==> config.mk <==
export PLATFORM = sky130hd
export DESIGN_NAME = op_scheduler_flat
export DESIGN_NICKNAME = d
export VERILOG_FILES = /design/src/rtl/dilithium_pkg.sv /design/src/rtl/op_scheduler_if.sv /design/src/rtl/rr_arbiter2.sv /design/src/rtl/op_scheduler.sv /design/src/flat_wrapper.sv
export SDC_FILE = /design/constraint.sdc
export NUM_CORES = 1
export LEC_CHECK = 0
export CAP_MARGIN = 5
export CORE_UTILIZATION = 52
export CTS_BUF_LIST = sky130_fd_sc_hd__clkbuf_8
export CTS_CLUSTER_DIAMETER = 40
export DETAILED_ROUTE_END_ITERATION = 7
export GPL_TIMING_DRIVEN = 0
export HOLD_SLACK_MARGIN = 0.15
export MAX_ROUTING_LAYER = met4
export PLACE_DENSITY = 0.93
export REMOVE_ABC_BUFFERS = 1
export SLEW_MARGIN = 20
export SYNTH_ARGS = -nofsm -noshare
export SYNTH_HDL_FRONTEND = slang
export SYNTH_HIERARCHICAL = 1
export SYNTH_SLANG_ARGS = --single-unit
==> constraint.sdc <==
create_clock -name clk -period 3.27 [get_ports clk]
set_clock_uncertainty 0.1 [all_clocks]
set_input_delay 0.327 -clock clk [delete_from_list [all_inputs] [get_ports clk]]
set_output_delay 0.327 -clock clk [all_outputs]
set_load 0.02 [all_outputs]
==> src/rtl/dilithium_pkg.sv <==
// Shared definitions for the polynomial-op scheduler: operation codes,
// field widths, FSM state encoding and requester identifiers.
package dilithium_pkg;

    localparam int MODE_W = 3;
    localparam int ENC_W  = 2;

    localparam logic [MODE_W-1:0] FORWARD_NTT_MODE = 3'd0;
    localparam logic [MODE_W-1:0] INVERSE_NTT_MODE = 3'd1;
    localparam logic [MODE_W-1:0] MULT_MODE        = 3'd2;
    localparam logic [MODE_W-1:0] ADD_MODE         = 3'd3;
    localparam logic [MODE_W-1:0] SUB_MODE         = 3'd4;

    // Requester identity as stored in the fairness pointer and response routing.
    localparam logic REQ_A = 1'b0;
    localparam logic REQ_B = 1'b1;

    typedef enum logic [2:0] {
        S_IDLE  = 3'd0,
        S_START = 3'd1,
        S_BUSY  = 3'd2,
        S_RESP  = 3'd3,
        S_ABORT = 3'd4
    } sched_state_e;

    // Codes above SUB_MODE have no datapath meaning and are rejected.
    function automatic logic mode_is_legal(input logic [MODE_W-1:0] mode);
        return (mode <= SUB_MODE);
    endfunction

endpackage

==> src/rtl/op_scheduler_if.sv <==
// Requester command/response ports and datapath control ports of the
// scheduler, bundled so checkers can bind to one object.
//
// Handshake: a command transfers on a rising clk edge where req_valid[i] and
// req_ready[i] are both 1. A requester raises req_valid[i] with its mode/enc/tag
// stable and holds all of them until that edge; req_ready never depends on a
// transfer being in flight and is at most one-hot.
interface op_scheduler_if #(
    parameter int TAG_W = 4
) ();
    import dilithium_pkg::*;

    logic [1:0]        req_valid;
    logic [1:0]        req_ready;
    logic [MODE_W-1:0] req_mode_a;
    logic [MODE_W-1:0] req_mode_b;
    logic [ENC_W-1:0]  req_enc_a;
    logic [ENC_W-1:0]  req_enc_b;
    logic [TAG_W-1:0]  req_tag_a;
    logic [TAG_W-1:0]  req_tag_b;

    logic [1:0]        rsp_valid;
    logic              rsp_err;
    logic [TAG_W-1:0]  rsp_tag;

    logic              op_start;
    logic [MODE_W-1:0] op_mode;
    logic [ENC_W-1:0]  op_enc;
    logic              op_rst;
    logic              op_done;

    logic              busy;
    sched_state_e      state_dbg;

    // Scheduler side.
    modport slave (
        input  req_valid, req_mode_a, req_mode_b, req_enc_a, req_enc_b,
               req_tag_a, req_tag_b, op_done,
        output req_ready, rsp_valid, rsp_err, rsp_tag,
               op_start, op_mode, op_enc, op_rst, busy, state_dbg
    );

    // Requesters plus datapath side.
    modport master (
        output req_valid, req_mode_a, req_mode_b, req_enc_a, req_enc_b,
               req_tag_a, req_tag_b, op_done,
        input  req_ready, rsp_valid, rsp_err, rsp_tag,
               op_start, op_mode, op_enc, op_rst, busy, state_dbg
    );

endinterface

==> src/rtl/rr_arbiter2.sv <==
// Two-way round-robin arbiter: a lone request wins outright; on a tie the
// requester that was not granted last wins.
module rr_arbiter2 (
    input  logic [1:0] req,
    input  logic       last_grant,
    output logic [1:0] grant
);

    // Pick the winner from the request pair and the fairness pointer.
    always_comb begin
        grant = 2'b00;
        case (req)
            2'b01:   grant = 2'b01;
            2'b10:   grant = 2'b10;
            2'b11:   grant = (last_grant == 1'b1) ? 2'b01 : 2'b10;
            default: grant = 2'b00;
        endcase
    end

endmodule

==> src/rtl/op_scheduler.sv <==
// Arbitrating sequencer for the polynomial datapath: accepts one command at
// a time from two requesters, starts the datapath, watches for a hang and
// routes the completion back to whoever issued the command.
module op_scheduler
    import dilithium_pkg::*;
#(
    parameter int TAG_W   = 4,
    parameter int TIMEOUT = 4095
) (
    input  logic          clk,
    input  logic          rst_n,
    op_scheduler_if.slave bus
);

    localparam int              CNT_W    = $clog2(TIMEOUT + 1);
    localparam logic [CNT_W-1:0] CNT_LAST = CNT_W'(TIMEOUT - 1);

    sched_state_e      state_q, state_d;
    logic [CNT_W-1:0]  cnt_q, cnt_d;
    logic [MODE_W-1:0] mode_q, mode_d;
    logic [ENC_W-1:0]  enc_q, enc_d;
    logic [TAG_W-1:0]  tag_q, tag_d;
    logic              id_q, id_d;
    logic              err_q, err_d;
    logic              last_grant_q, last_grant_d;

    logic [1:0]        grant;
    logic [1:0]        ready;
    logic              accept;
    logic [MODE_W-1:0] sel_mode;
    logic [ENC_W-1:0]  sel_enc;
    logic [TAG_W-1:0]  sel_tag;

    rr_arbiter2 u_arb (
        .req        (bus.req_valid),
        .last_grant (last_grant_q),
        .grant      (grant)
    );

    // Ready only in IDLE and never while reset is held, so nothing is taken
    // on the edge that releases reset unless the requester still wants it.
    assign ready  = (state_q == S_IDLE && rst_n) ? grant : 2'b00;
    assign accept = |ready;

    // Mux the winning requester's command fields.
    always_comb begin
        sel_mode = bus.req_mode_a;
        sel_enc  = bus.req_enc_a;
        sel_tag  = bus.req_tag_a;
        if (grant[1]) begin
            sel_mode = bus.req_mode_b;
            sel_enc  = bus.req_enc_b;
            sel_tag  = bus.req_tag_b;
        end
    end

    // Next-state logic: capture on acceptance, run the watchdog, pick the outcome.
    always_comb begin
        state_d      = state_q;
        cnt_d        = cnt_q;
        mode_d       = mode_q;
        enc_d        = enc_q;
        tag_d        = tag_q;
        id_d         = id_q;
        err_d        = err_q;
        last_grant_d = last_grant_q;
        case (state_q)
            S_IDLE: begin
                if (accept) begin
                    mode_d = sel_mode;
                    enc_d  = sel_enc;
                    tag_d  = sel_tag;
                    id_d   = grant[1] ? REQ_B : REQ_A;
                    if (mode_is_legal(sel_mode)) begin
                        err_d   = 1'b0;
                        state_d = S_START;
                    end else begin
                        err_d   = 1'b1;
                        state_d = S_RESP;
                    end
                end
            end
            S_START: begin
                cnt_d   = '0;
                state_d = S_BUSY;
            end
            S_BUSY: begin
                cnt_d = cnt_q + CNT_W'(1);
                // A done on the last watchdog cycle still counts as success.
                if (bus.op_done) begin
                    err_d   = 1'b0;
                    state_d = S_RESP;
                end else if (cnt_q == CNT_LAST) begin
                    state_d = S_ABORT;
                end
            end
            S_ABORT: begin
                err_d   = 1'b1;
                state_d = S_RESP;
            end
            S_RESP: begin
                last_grant_d = id_q;
                state_d      = S_IDLE;
            end
            default: state_d = S_IDLE;
        endcase
    end

    // State register and captured command; async reset returns to idle.
    always_ff @(posedge clk or negedge rst_n) begin
        if (!rst_n) begin
            state_q      <= S_IDLE;
            cnt_q        <= '0;
            mode_q       <= '0;
            enc_q        <= '0;
            tag_q        <= '0;
            id_q         <= REQ_A;
            err_q        <= 1'b0;
            last_grant_q <= REQ_B;
        end else begin
            state_q      <= state_d;
            cnt_q        <= cnt_d;
            mode_q       <= mode_d;
            enc_q        <= enc_d;
            tag_q        <= tag_d;
            id_q         <= id_d;
            err_q        <= err_d;
            last_grant_q <= last_grant_d;
        end
    end

    // Output decode; response fields read zero outside RESP.
    always_comb begin
        bus.req_ready = ready;
        bus.op_start  = (state_q == S_START);
        bus.op_rst    = (state_q == S_ABORT);
        bus.op_mode   = mode_q;
        bus.op_enc    = enc_q;
        bus.busy      = (state_q != S_IDLE);
        bus.state_dbg = state_q;
        bus.rsp_valid = 2'b00;
        bus.rsp_err   = 1'b0;
        bus.rsp_tag   = '0;
        if (state_q == S_RESP) begin
            bus.rsp_valid = (id_q == REQ_B) ? 2'b10 : 2'b01;
            bus.rsp_err   = err_q;
            bus.rsp_tag   = tag_q;
        end
    end

endmodule

==> src/flat_wrapper.sv <==
// flat-port wrapper written by rule: the top's interface ports become plain ports
module op_scheduler_flat import dilithium_pkg::*;
#(
    parameter int TAG_W   = 4,
    parameter int TIMEOUT = 4095
)
  (clk, rst_n, bus_req_valid, bus_req_mode_a, bus_req_mode_b, bus_req_enc_a, bus_req_enc_b, bus_req_tag_a, bus_req_tag_b, bus_op_done, bus_req_ready, bus_rsp_valid, bus_rsp_err, bus_rsp_tag, bus_op_start, bus_op_mode, bus_op_enc, bus_op_rst, bus_busy, bus_state_dbg);
  op_scheduler_if #(.TAG_W(TAG_W)) bus_i ();
  input  logic clk;
  input  logic rst_n;
  input wire logic [$bits(bus_i.req_valid)-1:0] bus_req_valid;
  input wire logic [$bits(bus_i.req_mode_a)-1:0] bus_req_mode_a;
  input wire logic [$bits(bus_i.req_mode_b)-1:0] bus_req_mode_b;
  input wire logic [$bits(bus_i.req_enc_a)-1:0] bus_req_enc_a;
  input wire logic [$bits(bus_i.req_enc_b)-1:0] bus_req_enc_b;
  input wire logic [$bits(bus_i.req_tag_a)-1:0] bus_req_tag_a;
  input wire logic [$bits(bus_i.req_tag_b)-1:0] bus_req_tag_b;
  input wire logic [$bits(bus_i.op_done)-1:0] bus_op_done;
  output wire logic [$bits(bus_i.req_ready)-1:0] bus_req_ready;
  output wire logic [$bits(bus_i.rsp_valid)-1:0] bus_rsp_valid;
  output wire logic [$bits(bus_i.rsp_err)-1:0] bus_rsp_err;
  output wire logic [$bits(bus_i.rsp_tag)-1:0] bus_rsp_tag;
  output wire logic [$bits(bus_i.op_start)-1:0] bus_op_start;
  output wire logic [$bits(bus_i.op_mode)-1:0] bus_op_mode;
  output wire logic [$bits(bus_i.op_enc)-1:0] bus_op_enc;
  output wire logic [$bits(bus_i.op_rst)-1:0] bus_op_rst;
  output wire logic [$bits(bus_i.busy)-1:0] bus_busy;
  output wire logic [$bits(bus_i.state_dbg)-1:0] bus_state_dbg;
  assign bus_i.req_valid = bus_req_valid;
  assign bus_i.req_mode_a = bus_req_mode_a;
  assign bus_i.req_mode_b = bus_req_mode_b;
  assign bus_i.req_enc_a = bus_req_enc_a;
  assign bus_i.req_enc_b = bus_req_enc_b;
  assign bus_i.req_tag_a = bus_req_tag_a;
  assign bus_i.req_tag_b = bus_req_tag_b;
  assign bus_i.op_done = bus_op_done;
  assign bus_req_ready = bus_i.req_ready;
  assign bus_rsp_valid = bus_i.rsp_valid;
  assign bus_rsp_err = bus_i.rsp_err;
  assign bus_rsp_tag = bus_i.rsp_tag;
  assign bus_op_start = bus_i.op_start;
  assign bus_op_mode = bus_i.op_mode;
  assign bus_op_enc = bus_i.op_enc;
  assign bus_op_rst = bus_i.op_rst;
  assign bus_busy = bus_i.busy;
  assign bus_state_dbg = bus_i.state_dbg;
  op_scheduler #(.TAG_W(TAG_W), .TIMEOUT(TIMEOUT)) u_core (.clk(clk), .rst_n(rst_n), .bus(bus_i));
endmodule
# Word level (Yosys, flattened, before mapping)
# Index checks and enable logic that the tools add are counted.
dict set report totals {
  word_cells 51
  reg_bits 27
  output_inout_bits 20
}
dict set report classes {
  n_mux 21
  addsub 1
  n_eq_ne 11
  reduce_logical 9
  order_cmp 1
}
# op n
set op_table {}
lappend op_table {{$pmux 12 s2} 1}
lappend op_table {{$add 12x1->12 const B} 1}
lappend op_table {{$eq 12x12->1 const B} 1}
lappend op_table {{$mux 2} 6}
lappend op_table {{$mux 3} 4}
lappend op_table {{$pmux 3 s4} 1}
lappend op_table {{$mux 4} 2}
lappend op_table {{$eq 3x2->1 const B} 2}
lappend op_table {{$pmux 2 s3} 1}
lappend op_table {{$reduce_bool 3->1} 2}
lappend op_table {{$mux 1} 5}
lappend op_table {{$eq 2x2->1 const B} 2}
lappend op_table {{$reduce_and 2->1} 2}
lappend op_table {{$eq 3x1->1 const B} 1}
lappend op_table {{$eq 3x3->1 const B} 1}
lappend op_table {{$le 3x3->1 const B} 1}
lappend op_table {{$logic_not 3->1} 1}
lappend op_table {{$ne 3x2->1 const B} 1}
lappend op_table {{$pmux 1 s3} 1}
lappend op_table {{$reduce_and 3->1} 1}
lappend op_table {{$eq 2x1->1 const B} 1}
lappend op_table {{$ne 2x1->1 const B} 1}
lappend op_table {{$ne 2x2->1 const B} 1}
lappend op_table {{$reduce_bool 2->1} 1}
lappend op_table {{2 further kinds} 2}

# Logic depth before layout (Yosys ltp)
dict set report depth {
  depth_word 7
  depth_mapped 7
  mapped_depth_nobuf 6
}

# Hierarchy
# Netlist, hierarchy kept.
# module seq_area_each_um2 area_each_um2 cells_each instances
set modules_own_cells {}
lappend modules_own_cells {op_scheduler 676.9 1465.2 149 1}
lappend modules_own_cells {rr_arbiter2 0.0 18.8 3 1}

# Least setup slack after synthesis
# No wires, ideal clock.
dict set report synth_path {
  path_kind {register to output}
  startpoint {register u_core.last_grant_q}
  endpoint {output bus_req_ready[1]}
  arrival_time_ns 1.463
  n_path_buf 1
  path_stages_with_launch 4
  path_slack_ns 1.380
  path_cell_list {dfstp_2 > a21boi_0 > buf_1 > and3_1}
}
dict set report synth_between {
  elab_chain_len 3
}
# element line_no
set synth_rtl {}
lappend synth_rtl {{start: declaration} op_scheduler.sv:25} ;# logic last_grant_q, last_grant_d;
lappend synth_rtl {{start signal: assignment} op_scheduler.sv:128} ;# last_grant_q <= last_grant_d;
lappend synth_rtl {{$mux 2} rr_arbiter2.sv:15} ;# 2'b11: grant = (last_grant == 1'b1) ? 2'b01 : 2'b10;
lappend synth_rtl {{$pmux 2 s3} rr_arbiter2.sv:12} ;# case (req)
lappend synth_rtl {{via u_core.grant[1]} op_scheduler.sv:27} ;# logic [1:0] grant;
lappend synth_rtl {{$mux 2} op_scheduler.sv:42} ;# assign ready = (state_q == S_IDLE && rst_n) ? grant : 2'b00;
lappend synth_rtl {{end: declaration} flat_wrapper.sv:19} ;# output wire logic [$bits(bus_i.req_ready)-1:0] bus_req_ready;
# The timed path passes the listed nets, and every way through them passes these cells.

# Worst setup path in the final report
dict set report layout_path {
  startpoint {input bus_req_valid[1]}
  endpoint {output bus_req_ready[1]}
}
dict set report layout_between {
  elab_chain_len 3
  word_cells_on_any_way 5
  classes_between {eq/ne: 3; mux: 2}
}
# element line_no
set layout_rtl {}
lappend layout_rtl {{start: declaration} flat_wrapper.sv:11} ;# input wire logic [$bits(bus_i.req_valid)-1:0] bus_req_valid;
lappend layout_rtl {{$eq 2x2->1 / $eq 2x1->1 (equally long branches)} rr_arbiter2.sv:12}
lappend layout_rtl {{$pmux 2 s3 *} rr_arbiter2.sv:12}
lappend layout_rtl {{via u_core.grant[1]} op_scheduler.sv:27}
lappend layout_rtl {{$mux 2 *} op_scheduler.sv:42}
# The timed path passes the listed nets; every way through them passes the cells marked *.

==> summary.md <==
| Metric | Value |
|---|---|
| Synth cell types | `40` |
| CP Capture Type | `output pin` |
| Dominant combinational cell family by area after synthesis | `simple AND/OR/NAND/NOR gates` |
| Total congestion overflow | `0` |
| Clk slew on worst S/H paths | `80 ps` |
| Largest driver fanout on the critical path | `13` |
| Most frequently used cell type in the post-synthesis netlist | `dfrtp_1` |
| List of most frequent post-synthesis cells | `dfrtp_1, nor2_1, mux2i_1, nand2_1` |
| Area share of fa/ha/maj cells after synthesis | `0.01686` |
| Max transition margin | `0.3790` |
| Number of setup buffers added after CTS | `0` |
| Post-Syn Area | `1484 um2` |
| Worst hold slack | `388.8 ps` |
| Tot GR Track Use | `0.2447` |
| I/O pins | `43` |
| Routed via count divided by cell count | `5.825` |
| Starting density of the core | `0.5428` |
| Cell-by-cell listing of the critical path | `clkdlybuf4s50_1, a21boi_2, and3_1, clkdlybuf4s50_1` |
| Number of clock sinks | `27` |
| Area share of the leading cell type in the synthesized netlist | `0.4384` |
| Count of vias placed by the detailed router | `1299` |
| Number of synthesized flops with an enable pin | `0` |
| Detail Placement HPWL | `2.543 mm` |
| Status | `finished clean` |
| # diodes | `0` |
| Post-place setup slack | `337.4 ps` |
| Synthesis warning total | `6` |
| IO buf count | `42` |
| Register area | `676.9 um2` |
| Max-Cap Viols | `0` |
| Number of nets in the layout | `218` |
| Unrepaired setup endpoints after global routing | `false` |
| Die outline area | `3071 um2` |
| Fraction of layout cells with a size suffix above 1 | `0.06771` |
| Fin. max-slew vios | `0` |
| Mux cell area share after synthesis | `0.08094` |
| Worst hold path stage count | `1` |
| Share of async-settable or async-resettable flops after synthesis | `1.000` |
| Weighted congestion at the end of routability-driven global placement | `0.7845` |
| Worst vdd rail ir drop | `661.6 uV` |
| Accumulated negative setup slack | `0 ps` |
| Number of cells upsized or downsized after cts | `0` |
| Synthesized-area fraction occupied by ao, oa, aoi and oai cells | `0.1695` |
| Worst reg-to-reg path cell count | `5` |
| Xor/xnor cell area share of the yosys netlist | `0` |
| WS Path Type | `primary input to output pin` |
| Final setup slack of the worst path | `479.8 ps` |
| Post-synthesis register bit count | `27` |
| Die extent in x | `55.42 um` |
| Hold Fails Final Rpt | `0` |
| Setup violations, final | `0` |
| Initial antenna violation count | `0` |
| Gate count of the mapped netlist | `152` |
| Power density cells | `694.7 nW/um2` |
| Multi-input gate area in the final layout | `710.7 um2` |
| DRC viols | `0` |
| Clock insertion delay at the later pin of the skew report | `260 ps` |
| Ys flop type | `dfrtp_1` |
| Longest individual stage delay on the worst path | `640 ps` |
| H-tree depth reported by CTS | `1` |
| Area of the core | `2734 um2` |
| Slew of the pin with the lowest slew margin | `924.5 ps` |
| Core occupancy in the finished layout | `0.7066` |
| Length of the first detailed-routing pass in iterations | `5` |
| Number of global-route vias before repair | `1289` |
| Ranking of synthesized cells by area | `dfrtp_1, mux2i_1, buf_6` |
| Maximum clock rate | `358.4 MHz` |
| Biggest area consumer among synthesized cells | `dfrtp_1` |
| Final period util | `0.8533` |
| Violation count after the first detailed-routing iteration | `54` |
| Tightest Hold Check Type | `register to register` |
| Final worst path period need | `2790 ps` |
| Largest net degree at the start of global routing | `31` |
| Area growth from synthesis to final layout | `30.19%` |
| Detailed Route WL | `3.462 mm` |
| Number of nets with antenna violations after detailed routing | `0` |
| Maximum buffer depth of the clock tree | `2` |
| Master cell of the clock root buffer | `clkbuf_8` |
| Simple-gate portion of the synthesized area | `0.2091` |
| FILL cells | `201` |
| Die Y | `55.42 um` |
| Data required time at the worst endpoint | `2840 ps` |
| Cell with the most instances on the worst path | `clkdlybuf4s50_1` |
| Number of placement rows | `19` |
| Global-route wire length before repair | `5.830 mm` |
| Slowest cell on the critical path | `a21boi_2` |
| Per-instance average area after synthesis | `9.763 um2` |
| Static leakage | `0.8299 nW` |
| Sequential share of the synthesized area | `0.4562` |
| Endpoint arrival time on the critical path | `2360 ps` |
| Total clock buffers created by CTS | `3` |
| TritonCTS clock tree | `built` |
| Average routed wire per standard cell | `15.52 um` |
| Startpoint class of the critical path | `primary input` |
[metal layers]
layer / global-route usage / part of all wire / up-vias
li1: - / - / 629
met1: 0.2977 / 0.42 / 624
met2: 0.4269 / 0.54 / 42
met3: 0.01171 / 0.033 / 4
met4: 0.1000 / 0.010 / 0
met5: - / 0 / -
[worst max-delay path: cells and delay by family]
kind / cells / cell delay (ps)
compound gates: 1 / 640
simple gates: 1 / 310
buf+inv: 2 / 1090
[path summary, 6_finish.rpt]
kind / endpoint / start / slack [ps]
worst max-delay path: bus_req_ready[1] / bus_req_valid[1] / 480
worst min-delay path: u_core/cnt_q[9]$_DFFE_PN0P_ / u_core/cnt_q[9]$_DFFE_PN0P_ / 390
worst max register to register: u_core/tag_q[1]$_DFFE_PN0P_ / u_core/last_grant_q$_DFFE_PN1N_ / 760
worst min register to register: u_core/cnt_q[9]$_DFFE_PN0P_ / u_core/cnt_q[9]$_DFFE_PN0P_ / 390
max in group asynchronous: u_core/cnt_q[11]$_DFFE_PN0P_ / rst_n / 2150
min in group asynchronous: u_core/id_q$_DFFE_PN0P_ / rst_n / 510
[metrics by stage]
stage / power [mW] / cell area (um2) / instances
floorplan: 0.8927 / 1419 / 145
global placement: 1.123 / 1878 / 218
detailed placement: 1.159 / 1877 / 218
CTS: 1.347 / 1932 / 223
global route: 1.430 / 1932 / 223
finish: 1.342 / 1932 / 223
[kinds of logic after synthesis]
logic type / count (synthesis)
buf+inv: 15
fa+ha+maj: 2
mux: 12
flops: 27
simple gates: 55
compound gates: 41
[timing repair]
action,CTS,global route
hold endpoints to repair,26,0
setup endpoints to repair,0,0
hold buffers,1,0
[area by class of cell]
cell class              count  area share
multi-input cells         110      0.3679
inverters                   8     0.01813
clock buffers               3     0.02137
repair buffers             43      0.2202
well taps                  31     0.02008
clock inverters             1    0.001943
flip-flops and latches     27      0.3504
[placed cells by master, fill, tap and decap left out, drive strengths merged, types with 2 or more instances in the layout]
master          n
clkdlybuf4s50  41
nand2          12
o21ai          15
ha              2
o31ai           4
nand3           3
nand4           5
dfrtp          26
a21oi          10
nor4            2
o211ai          5
a21boi          2
mux2i          12
and4            2
inv             8
clkbuf          3
and3            7
nor2           16
[flip-flops by register name, summed over array words and instances (netlist names)]
name / flops
u_core/tag_q: 4
u_core/bus.op_enc: 2
u_core/last_grant_q: 1
u_core/err_q: 1
u_core/bus.state_dbg: 3
u_core/cnt_q: 12
u_core/bus.op_mode: 3
u_core/id_q: 1
[report_power, final]
part / total [mW] / leakage, nW / switching, mW / internal (mW)
Sequential: 0.542 / 0.338 / 0.105 / 0.436
Clock: 0.178 / 0.0269 / 0.0945 / 0.0839
Combinational: 0.622 / 0.465 / 0.341 / 0.281
(Power assumes the default switching activity.)
